<file path="src/rtl/sobel_pkg.sv">
// Shared definitions for the binary Sobel window sequencer: CI opcodes, field
// offsets, result codes, status bit positions and the control FSM encoding.
package sobel_pkg;

  localparam logic [7:0] SOBEL_CFG_ID    = 8'd20;
  localparam logic [7:0] SOBEL_STATUS_ID = 8'd21;
  localparam int         SOBEL_WIDTH_BITS = 10;
  localparam int         PIX_W            = 8;

  // Field offsets inside ciValueA / ciValueB
  localparam int CI_W_LSB = 0;
  localparam int CI_H_LSB = 16;
  localparam int CI_T_LSB = 0;

  localparam logic [31:0] CFG_RES_OK       = 32'd0;
  localparam logic [31:0] CFG_RES_BUSY     = 32'd1;
  localparam logic [31:0] CFG_RES_BAD_GEOM = 32'd2;

  localparam int STATUS_BUSY_BIT   = 31;
  localparam int STATUS_WVALID_BIT = 30;

  typedef enum logic [1:0] {
    ST_IDLE,
    ST_PRIME,
    ST_RUN,
    ST_ROWEND
  } sobel_state_e;

endpackage

</file>
<file path="src/rtl/sobel_binary_pixel.sv">
// Combinational 3x3 Sobel kernel on a left/centre/right column window,
// followed by a strict threshold compare producing one edge bit.
module sobel_binary_pixel
  import sobel_pkg::*;
(
  input  logic [3*PIX_W-1:0] col_l,
  input  logic [3*PIX_W-1:0] col_c,
  input  logic [3*PIX_W-1:0] col_r,
  input  logic [PIX_W-1:0]   threshold,
  output logic               edge_bit
);

  logic signed [10:0] lt, lm, lb, ct, cb, rt, rm, rb;
  logic signed [10:0] gx, gy;
  logic [10:0]        abs_gx, abs_gy;
  logic [11:0]        mag;

  // Column bytes are [23:16] top, [15:8] middle, [7:0] bottom; zero-extend each
  assign lt = $signed({3'b000, col_l[23:16]});
  assign lm = $signed({3'b000, col_l[15:8]});
  assign lb = $signed({3'b000, col_l[7:0]});
  assign ct = $signed({3'b000, col_c[23:16]});
  assign cb = $signed({3'b000, col_c[7:0]});
  assign rt = $signed({3'b000, col_r[23:16]});
  assign rm = $signed({3'b000, col_r[15:8]});
  assign rb = $signed({3'b000, col_r[7:0]});

  assign gx = (rt - lt) + ((rm - lm) <<< 1) + (rb - lb);
  assign gy = (lt - lb) + ((ct - cb) <<< 1) + (rt - rb);

  assign abs_gx = gx[10] ? $unsigned(-gx) : $unsigned(gx);
  assign abs_gy = gy[10] ? $unsigned(-gy) : $unsigned(gy);
  assign mag    = {1'b0, abs_gx} + {1'b0, abs_gy};

  assign edge_bit = mag > {4'd0, threshold};

endmodule

</file>
<file path="src/rtl/sobel_window_sequencer.sv">
// Streaming Sobel controller: CI configure/status, 3-column sliding window,
// per-column edge bit, 32-bit packing and a single-entry output register.
module sobel_window_sequencer
  import sobel_pkg::*;
#(
  parameter logic [7:0] CFG_ID     = SOBEL_CFG_ID,
  parameter logic [7:0] STATUS_ID  = SOBEL_STATUS_ID,
  parameter int         WIDTH_BITS = SOBEL_WIDTH_BITS
) (
  input  logic        clock,
  input  logic        reset,
  input  logic        ciStart,
  input  logic [7:0]  ciIseId,
  input  logic [31:0] ciValueA,
  input  logic [31:0] ciValueB,
  output logic        ciDone,
  output logic [31:0] ciResult,
  input  logic        colValid,
  output logic        colReady,
  input  logic [23:0] colData,
  output logic        wordValid,
  input  logic        wordReady,
  output logic [31:0] wordData,
  output logic        wordLast,
  output logic        busy
);

  sobel_state_e            state_q, state_d;
  logic [23:0]             win_l_q, win_l_d, win_c_q, win_c_d, win_r_q, win_r_d;
  logic [WIDTH_BITS-1:0]   col_cnt_q, col_cnt_d, row_cnt_q, row_cnt_d;
  logic [WIDTH_BITS-1:0]   width_q, width_d, height_q, height_d;
  logic [7:0]              thresh_q, thresh_d;
  logic [4:0]              bit_idx_q, bit_idx_d;
  logic [31:0]             pack_q, pack_d;
  logic [15:0]             rows_done_q, rows_done_d;
  logic                    word_valid_q, word_valid_d, word_last_q, word_last_d;
  logic [31:0]             word_data_q, word_data_d;

  logic [WIDTH_BITS-1:0]   cfg_w, cfg_h;
  logic [7:0]              cfg_t;
  logic                    is_cfg, is_status, geom_ok, cfg_accept;
  logic                    last_col, completes_word, out_held, col_fire, edge_bit;
  logic [31:0]             packed_word;
  logic                    unused_ci;

  assign unused_ci = ^{ciValueA, ciValueB};

  assign cfg_w = ciValueA[CI_W_LSB +: WIDTH_BITS];
  assign cfg_h = ciValueA[CI_H_LSB +: WIDTH_BITS];
  assign cfg_t = ciValueB[CI_T_LSB +: 8];

  assign busy       = (state_q != ST_IDLE);
  assign is_cfg     = ciStart && (ciIseId == CFG_ID);
  assign is_status  = ciStart && (ciIseId == STATUS_ID);
  assign geom_ok    = (cfg_w >= WIDTH_BITS'(3)) && (cfg_h != '0);
  assign cfg_accept = is_cfg && !busy && geom_ok;
  assign ciDone     = is_cfg || is_status;

  always_comb begin
    ciResult = '0;
    if (is_cfg) begin
      if (busy)         ciResult = CFG_RES_BUSY;
      else if (!geom_ok) ciResult = CFG_RES_BAD_GEOM;
      else              ciResult = CFG_RES_OK;
    end else if (is_status) begin
      ciResult = {busy, word_valid_q, 14'd0, rows_done_q};
    end
  end

  // Both streams transfer on the clock edge where valid && ready are high;
  // a producer holds valid and data stable until that edge.
  assign last_col       = (col_cnt_q == width_q - WIDTH_BITS'(1));
  assign completes_word = (state_q == ST_RUN) && ((bit_idx_q == 5'd31) || last_col);
  assign out_held       = word_valid_q && !wordReady;
  assign colReady       = busy && (state_q != ST_ROWEND) && !(out_held && completes_word);
  assign col_fire       = colValid && colReady;

  // The bit is evaluated on the window as it will look after this column shifts in
  sobel_binary_pixel u_pixel (
    .col_l     (win_c_q),
    .col_c     (win_r_q),
    .col_r     (colData),
    .threshold (thresh_q),
    .edge_bit  (edge_bit)
  );

  assign packed_word = pack_q | ({31'd0, edge_bit} << bit_idx_q);

  always_comb begin
    state_d      = state_q;
    win_l_d      = win_l_q;
    win_c_d      = win_c_q;
    win_r_d      = win_r_q;
    col_cnt_d    = col_cnt_q;
    row_cnt_d    = row_cnt_q;
    width_d      = width_q;
    height_d     = height_q;
    thresh_d     = thresh_q;
    bit_idx_d    = bit_idx_q;
    pack_d       = pack_q;
    rows_done_d  = rows_done_q;
    word_valid_d = word_valid_q && !wordReady;
    word_data_d  = word_data_q;
    word_last_d  = word_last_q;

    if (col_fire) begin
      win_l_d = win_c_q;
      win_c_d = win_r_q;
      win_r_d = colData;
    end

    case (state_q)
      ST_IDLE: begin
        if (cfg_accept) begin
          state_d     = ST_PRIME;
          width_d     = cfg_w;
          height_d    = cfg_h;
          thresh_d    = cfg_t;
          col_cnt_d   = '0;
          row_cnt_d   = '0;
          rows_done_d = '0;
          bit_idx_d   = '0;
          pack_d      = '0;
        end
      end
      ST_PRIME: begin
        if (col_fire) begin
          col_cnt_d = col_cnt_q + WIDTH_BITS'(1);
          if (col_cnt_q == WIDTH_BITS'(1)) state_d = ST_RUN;
        end
      end
      ST_RUN: begin
        if (col_fire) begin
          if (completes_word) begin
            word_valid_d = 1'b1;
            word_data_d  = packed_word;
            word_last_d  = last_col;
            pack_d       = '0;
            bit_idx_d    = '0;
          end else begin
            pack_d    = packed_word;
            bit_idx_d = bit_idx_q + 5'd1;
          end
          if (last_col) begin
            col_cnt_d = '0;
            state_d   = ST_ROWEND;
          end else begin
            col_cnt_d = col_cnt_q + WIDTH_BITS'(1);
          end
        end
      end
      ST_ROWEND: begin
        // The row's final word is already in the output register; hold until it leaves
        if (!out_held) begin
          rows_done_d = rows_done_q + 16'd1;
          if (row_cnt_q == height_q - WIDTH_BITS'(1)) begin
            state_d = ST_IDLE;
          end else begin
            row_cnt_d = row_cnt_q + WIDTH_BITS'(1);
            state_d   = ST_PRIME;
          end
        end
      end
      default: state_d = ST_IDLE;
    endcase
  end

  always_ff @(posedge clock) begin
    if (reset) begin
      state_q      <= ST_IDLE;
      win_l_q      <= '0;
      win_c_q      <= '0;
      win_r_q      <= '0;
      col_cnt_q    <= '0;
      row_cnt_q    <= '0;
      width_q      <= '0;
      height_q     <= '0;
      thresh_q     <= '0;
      bit_idx_q    <= '0;
      pack_q       <= '0;
      rows_done_q  <= '0;
      word_valid_q <= 1'b0;
      word_data_q  <= '0;
      word_last_q  <= 1'b0;
    end else begin
      state_q      <= state_d;
      win_l_q      <= win_l_d;
      win_c_q      <= win_c_d;
      win_r_q      <= win_r_d;
      col_cnt_q    <= col_cnt_d;
      row_cnt_q    <= row_cnt_d;
      width_q      <= width_d;
      height_q     <= height_d;
      thresh_q     <= thresh_d;
      bit_idx_q    <= bit_idx_d;
      pack_q       <= pack_d;
      rows_done_q  <= rows_done_d;
      word_valid_q <= word_valid_d;
      word_data_q  <= word_data_d;
      word_last_q  <= word_last_d;
    end
  end

  assign wordValid = word_valid_q;
  assign wordData  = word_data_q;
  assign wordLast  = word_last_q;

endmodule

</file>
<file path="config.mk">
export PLATFORM = sky130hd
export DESIGN_NAME = sobel_window_sequencer
export DESIGN_NICKNAME = d
export VERILOG_FILES = /design/src/rtl/sobel_pkg.sv /design/src/rtl/sobel_binary_pixel.sv /design/src/rtl/sobel_window_sequencer.sv
export SDC_FILE = /design/constraint.sdc
export NUM_CORES = 1
export LEC_CHECK = 0
export BUFFER_PORTS_ARGS = -buffer_cell sky130_fd_sc_hd__buf_2
export CAP_MARGIN = 25
export CORE_ASPECT_RATIO = 0.75
export CORE_MARGIN = 2
export CORE_UTILIZATION = 60
export CTS_BUF_LIST = sky130_fd_sc_hd__clkbuf_2 sky130_fd_sc_hd__clkbuf_4 sky130_fd_sc_hd__clkbuf_8
export CTS_CLUSTER_DIAMETER = 150
export DETAILED_ROUTE_END_ITERATION = 12
export PLACE_DENSITY = 0.81
export SYNTH_ARGS = -nofsm -noshare
export SYNTH_HDL_FRONTEND = slang
export SYNTH_SLANG_ARGS = --single-unit
export TNS_END_PERCENT = 5
</file>
<file path="constraint.sdc">
create_clock -name clock -period 26.9 [get_ports clock]
set_clock_uncertainty 0.05 [all_clocks]
set_input_delay 8.07 -clock clock [delete_from_list [all_inputs] [get_ports clock]]
set_output_delay 8.07 -clock clock [all_outputs]
set_load 0.03 [all_outputs]
</file>
# Yosys cells after proc, flatten, opt, wreduce, memory -nomap -nowiden
# Cells that the tools add are included.
# Widths: inputs -> output; s select.
# word_totals
output_inout_bits,69
regBits,185
in_bits,101
wordCells,119
# op_classes
n_mux,36
bitwise_logic,1
n_reduce_logical,29
order_cmp,2
n_eq_ne,17
shifts,1
addsub,19
# ops
operator,count
$mux 32,5
$pmux 32 s2,1
$mux 10,6
$sub 8x8->9,6
$add 11x11->11,4
$mux 16,2
$or 32x32->32,1
$pmux 16 s2,1
$shl 1x5->32,1
$pmux 10 s3,1
$mux 11,2
$neg 11->11,2
$add 10x1->10 const B,2
$eq 10x10->1,2
$pmux 10 s2,1
$sub 10x1->10 const B,2
$add 16x1->16 const B,1
$eq 8x5->1 const B,2
$mux 2,8
$ne 2x2->1 const B,8
$mux 5,3
$add 11x11->12,1
$gt 12x8->1,1
$logic_and 1x1->1,11
other kinds (19),31

# Depth between registers and ports, before layout
# depth
word_depth,12
mapped_depth,38
depth_no_buf,35

# By module
# A second synthesis with hierarchy kept.
# unflattened
hier_cells,1630
area_unflattened_um2,12878.6
# modules_own_cells
mod,instances,cells_each,seq_area_each_um2,area_each_um2
sobel_window_sequencer,1,1077,3703.6,8704.6
sobel_binary_pixel,1,553,0.0,4174.0

# Worst setup path before layout
# No wires, ideal clock.
# synth_timing
path_type,input -> output
from,input port ciIseId[1]
to,output port ciResult[0]
stages,5
slack_ns,8.767
arrival_time_ns,10.013
path_buffers,2
t_required_ns,18.780
cell_sequence,nor4bb_1 > and4b_1 > clkbuf_1 > clkbuf_1 > nor3b_1
# synth_via
elab_chain_len,4
word_cells_on_any_way,6
cone_classes,eq/ne (2); mux (2); reduce/logical (2)
# synth_lines
item,line,text
"start, declared",sobel_window_sequencer.sv:13,"input logic [7:0] ciIseId,"
$eq 8x5->1,sobel_window_sequencer.sv:54,assign is_status = ciStart && (ciIseId == STATUS_ID);
$logic_and 1x1->1,sobel_window_sequencer.sv:54,
$mux 32,sobel_window_sequencer.sv:65,end else if (is_status) begin
$mux 32 (*),sobel_window_sequencer.sv:61,if (is_cfg) begin
"end, declared",sobel_window_sequencer.sv:17,"output logic [31:0] ciResult,"
# Every way passes the cells marked *; elsewhere a longest branch is shown, timed or not.

# Worst setup path after layout
# layout_timing
from,input port ciValueA[2]
to,output port ciResult[1]
# layout_via
elab_chain_len,5
# layout_lines
item,line,text
"start, declared",sobel_window_sequencer.sv:14,"input logic [31:0] ciValueA,"
$ge 10x2->1,sobel_window_sequencer.sv:55,assign geom_ok = (cfg_w >= WIDTH_BITS'(3)) && (cfg_h != '0);
$logic_and 1x1->1,sobel_window_sequencer.sv:55,
$mux 2,sobel_window_sequencer.sv:63,else if (!geom_ok) ciResult = CFG_RES_BAD_GEOM;
$mux 2,sobel_window_sequencer.sv:62,if (busy) ciResult = CFG_RES_BUSY;
$mux 32,sobel_window_sequencer.sv:61,
# No other way between the ends.

==> flow_summary.json <==
{
  "finalWorstSetupSlack_ns": 9.31,
  "clock.fmax_ghz": 0.0568,
  "num_vias": 10908,
  "globalplace.congestion": 0.866,
  "hold_ws_ns": 0.399,
  "dieArea_um2": 21900,
  "synth_cells": 1530,
  "synth-async-reset-ratio_pct": 0,
  "fin_tns_setup_ns": 0,
  "cts.hold.buffers_added": 0,
  "dr.pass1.iters": 5,
  "start_util_pct": 61.3,
  "cts.sinks": 185,
  "rows": 45,
  "hp-class": "register to register",
  "place.port_buffers": 119,
  "slew_headroom_pct": 33.8,
  "fin_nets": 1836,
  "core_um2": 20300,
  "first_iter_violations": 730,
  "maxSlewViolCount": 0,
  "htreeDepth": 4,
  "ys_warn_count": 0,
  "endpoint_kind": "output port",
  "placed_area_um2": 13100,
  "clock_tree.root_cell": "clkbuf_8",
  "drive_gt1_share_pct": 11.5,
  "status": "completed",
  "total_power_mw": 1.72,
  "arrival_ns": 9.47,
  "setup_violations": 0,
  "pin_count": 170,
  "ir_worst_vdd_mv": 0.220,
  "route.antenna.remaining_nets": 0,
  "area_growth_pct": 8.77,
  "cp-start-kind": "input pin",
  "period_needed_ns": 17.59,
  "wire_per_inst_um": 15.4,
  "cap_violations": 0,
  "globalRouteTotalUtil_pct": 26.9,
  "drc_errors": 0,
  "tightest_slew_ns": 0.993,
  "critPathKind": "input pin to output port",
  "cts-buffers-inserted": 17,
  "clk_path_buf_depth": 2,
  "rsz0062_at_grt": "false",
  "wirelength_um": 29300,
  "placed_cells_incl_taps": 1869,
  "power.leakage_nw": 5.61,
  "grt_pass1_wl_um": 48300,
  "crit_required_ns": 18.78,
  "critPathMaxFanout": 4,
  "antenna_cells": 0,
  "fin_crit_sh_pct": 65.4,
  "post-place-ws_ns": 9.30,
  "grt_pass1_vias": 10101,
  "antenna_found_initial": 1,
  "clock_latency_ns": 0.49,
  "dp_hpwl_um": 21800,
  "ctsResizeCount": 0,
  "fin_util_pct": 66.7,
  "path_clk_slew_ns": 0.11,
  "synth-main-ff-cell": "dfxtp_1",
  "layout.cells.non_filler": 1902,
  "die_y_um": 129,
  "die_w_um": 170,
  "grt_max_degree": 97,
  "postLayoutCellArea_um2": 13600,
  "hold_violations": 0,
  "viasPerCell": 5.74,
  "syn_area_um2": 12500,
  "cts_tree": "yes",
  "postCtsSetupRepairBufs": 0,
  "ys_types": 77,
  "power_density_nw_per_um2": 127,
  "synth_edf_count": 0,
  "yosysSeqAreaShare_pct": 29.7,
  "syn_avg_cell_area_um2": 8.14,
  "ys_ff_latch": 185,
  "grt-ovfl-total": 0
}
-- state kept, by name, indices dropped and copies added, names as in the netlist --
signal,flops
row_cnt_q,10
win_c_q,24
rows_done_q,16
thresh_q,8
height_q,10
wordLast,1
wordValid,1
win_r_q,24
width_q,10
col_cnt_q,10
state_q,2
bit_idx_q,5
pack_q,32
wordData,32
-- cell families (layout without fill, tap and decap cells) --
group                    after synthesis  count (layout)  synth area share, %
multiplexers                           6               6                0.502
adder cells (fa/ha/maj)              128             128                 14.5
buffers and inverters                215             292                 7.79
AND/OR/NAND/NOR                      548             548                 21.6
AO/OA/AOI/OAI                        337             337                 18.2
XOR/XNOR                             110             110                 7.73
other                                  1              14               0.0301
flip-flops                           185             185                 29.7
-- critical path, stage by stage --
cell	delay, ns
buf_2	0.12
nor4_1	0.41
nand3_1	0.32
nand2_1	0.14
a22oi_1	0.07
nor2b_1	0.13
buf_2	0.21
-- routing by layer --
metal | routed length, um | GRT usage (%) | up-vias
met3 | 1630 | 5.20 | 34
met1 | 14700 | 39.5 | 5147
met5 | 13 | 0 | -
met4 | 330 | 6.13 | 2
li1 | - | - | 5427
met2 | 12700 | 41.0 | 298
-- cells in the final DEF (no fill, tap or decap), types with 4 or more instances in the layout --
master	instances
buf_2	118
or2b_1	5
and2_1	6
a21o_1	28
a211oi_1	11
nor4_1	10
mux2i_1	4
nor2b_1	18
nor3_1	47
nor3b_1	4
clkinv_8	8
a21oi_1	121
clkbuf_8	17
and3_1	28
o21a_1	11
inv_1	132
and4_1	4
conb_1	14
or3_1	16
nand2b_1	23
fa_1	27
o21bai_1	9
xor2_1	44
ha_1	101
a22o_1	30
o31ai_1	12
dfxtp_1	185
o211ai_1	5
nand4_1	8
nand3b_1	5
nor2_1	109
a311oi_1	33
nand3_1	40
buf_4	7
o32a_1	5
o21ai_0	39
or4_1	5
xnor2_1	66
nand2_1	194
-- synthesized netlist by cell type, types with 4 or more instances --
cell type	n	share of area (%)
o31ai_1	12	0.72
nor3_1	47	1.9
xnor2_1	66	4.6
nor2_1	110	3.3
clkbuf_1	42	1.3
buf_4	19	1.1
nor3b_1	4	0.24
o211ai_1	5	0.30
a22o_1	30	2.1
o21ai_0	39	1.6
xor2_1	44	3.1
a21o_1	28	1.7
mux2i_1	4	0.32
or4_1	5	0.30
nand3b_1	5	0.30
nand2_1	194	5.8
a211oi_1	11	0.66
or2b_1	5	0.30
ha_1	101	10
nand3_1	40	1.6
and4_1	4	0.28
nand2b_1	23	1.2
buf_6	11	0.99
and3_1	28	1.4
or3_1	16	0.80
fa_1	27	4.3
nor4_1	10	0.50
dfxtp_1	185	30
inv_1	132	4.0
a21oi_1	121	4.9
o32a_1	5	0.40
o21bai_1	9	0.54
and2_1	6	0.30
a311oi_1	33	2.3
buf_2	8	0.32
nor2b_1	18	0.90
o21a_1	11	0.66
nand4_1	8	0.40
-- final cells by class --
class	instances	area [um2]
fill	1674	6770
tap	282	353
multi-input combinational	1143	7860
clock inverter	15	213
sequential	185	3700
inverter	133	499
clock buffer	17	234
timing repair buffer	127	691
-- where the power goes --
part | leakage [nW] | total (mW) | internal, mW | switching, mW
logic | 3.91 | 1.24 | 0.509 | 0.729
registers | 1.49 | 0.282 | 0.278 | 0.00336
clock network | 0.213 | 0.200 | 0.0742 | 0.126
total | 5.61 | 1.72 | 0.862 | 0.859
-- worst paths after layout --
check	to	cells after the start	slack [ns]	start
setup / recovery	ciResult[1]	7	9.31	ciValueA[2]
hold / removal	win_c_q[12]	2	0.40	win_r_q[12]
setup reg to reg	pack_q[30]	32	18.33	win_c_q[16]
hold reg to reg	win_c_q[12]	2	0.40	win_r_q[12]
No activity file was read; power rests on OpenSTA's default activity.
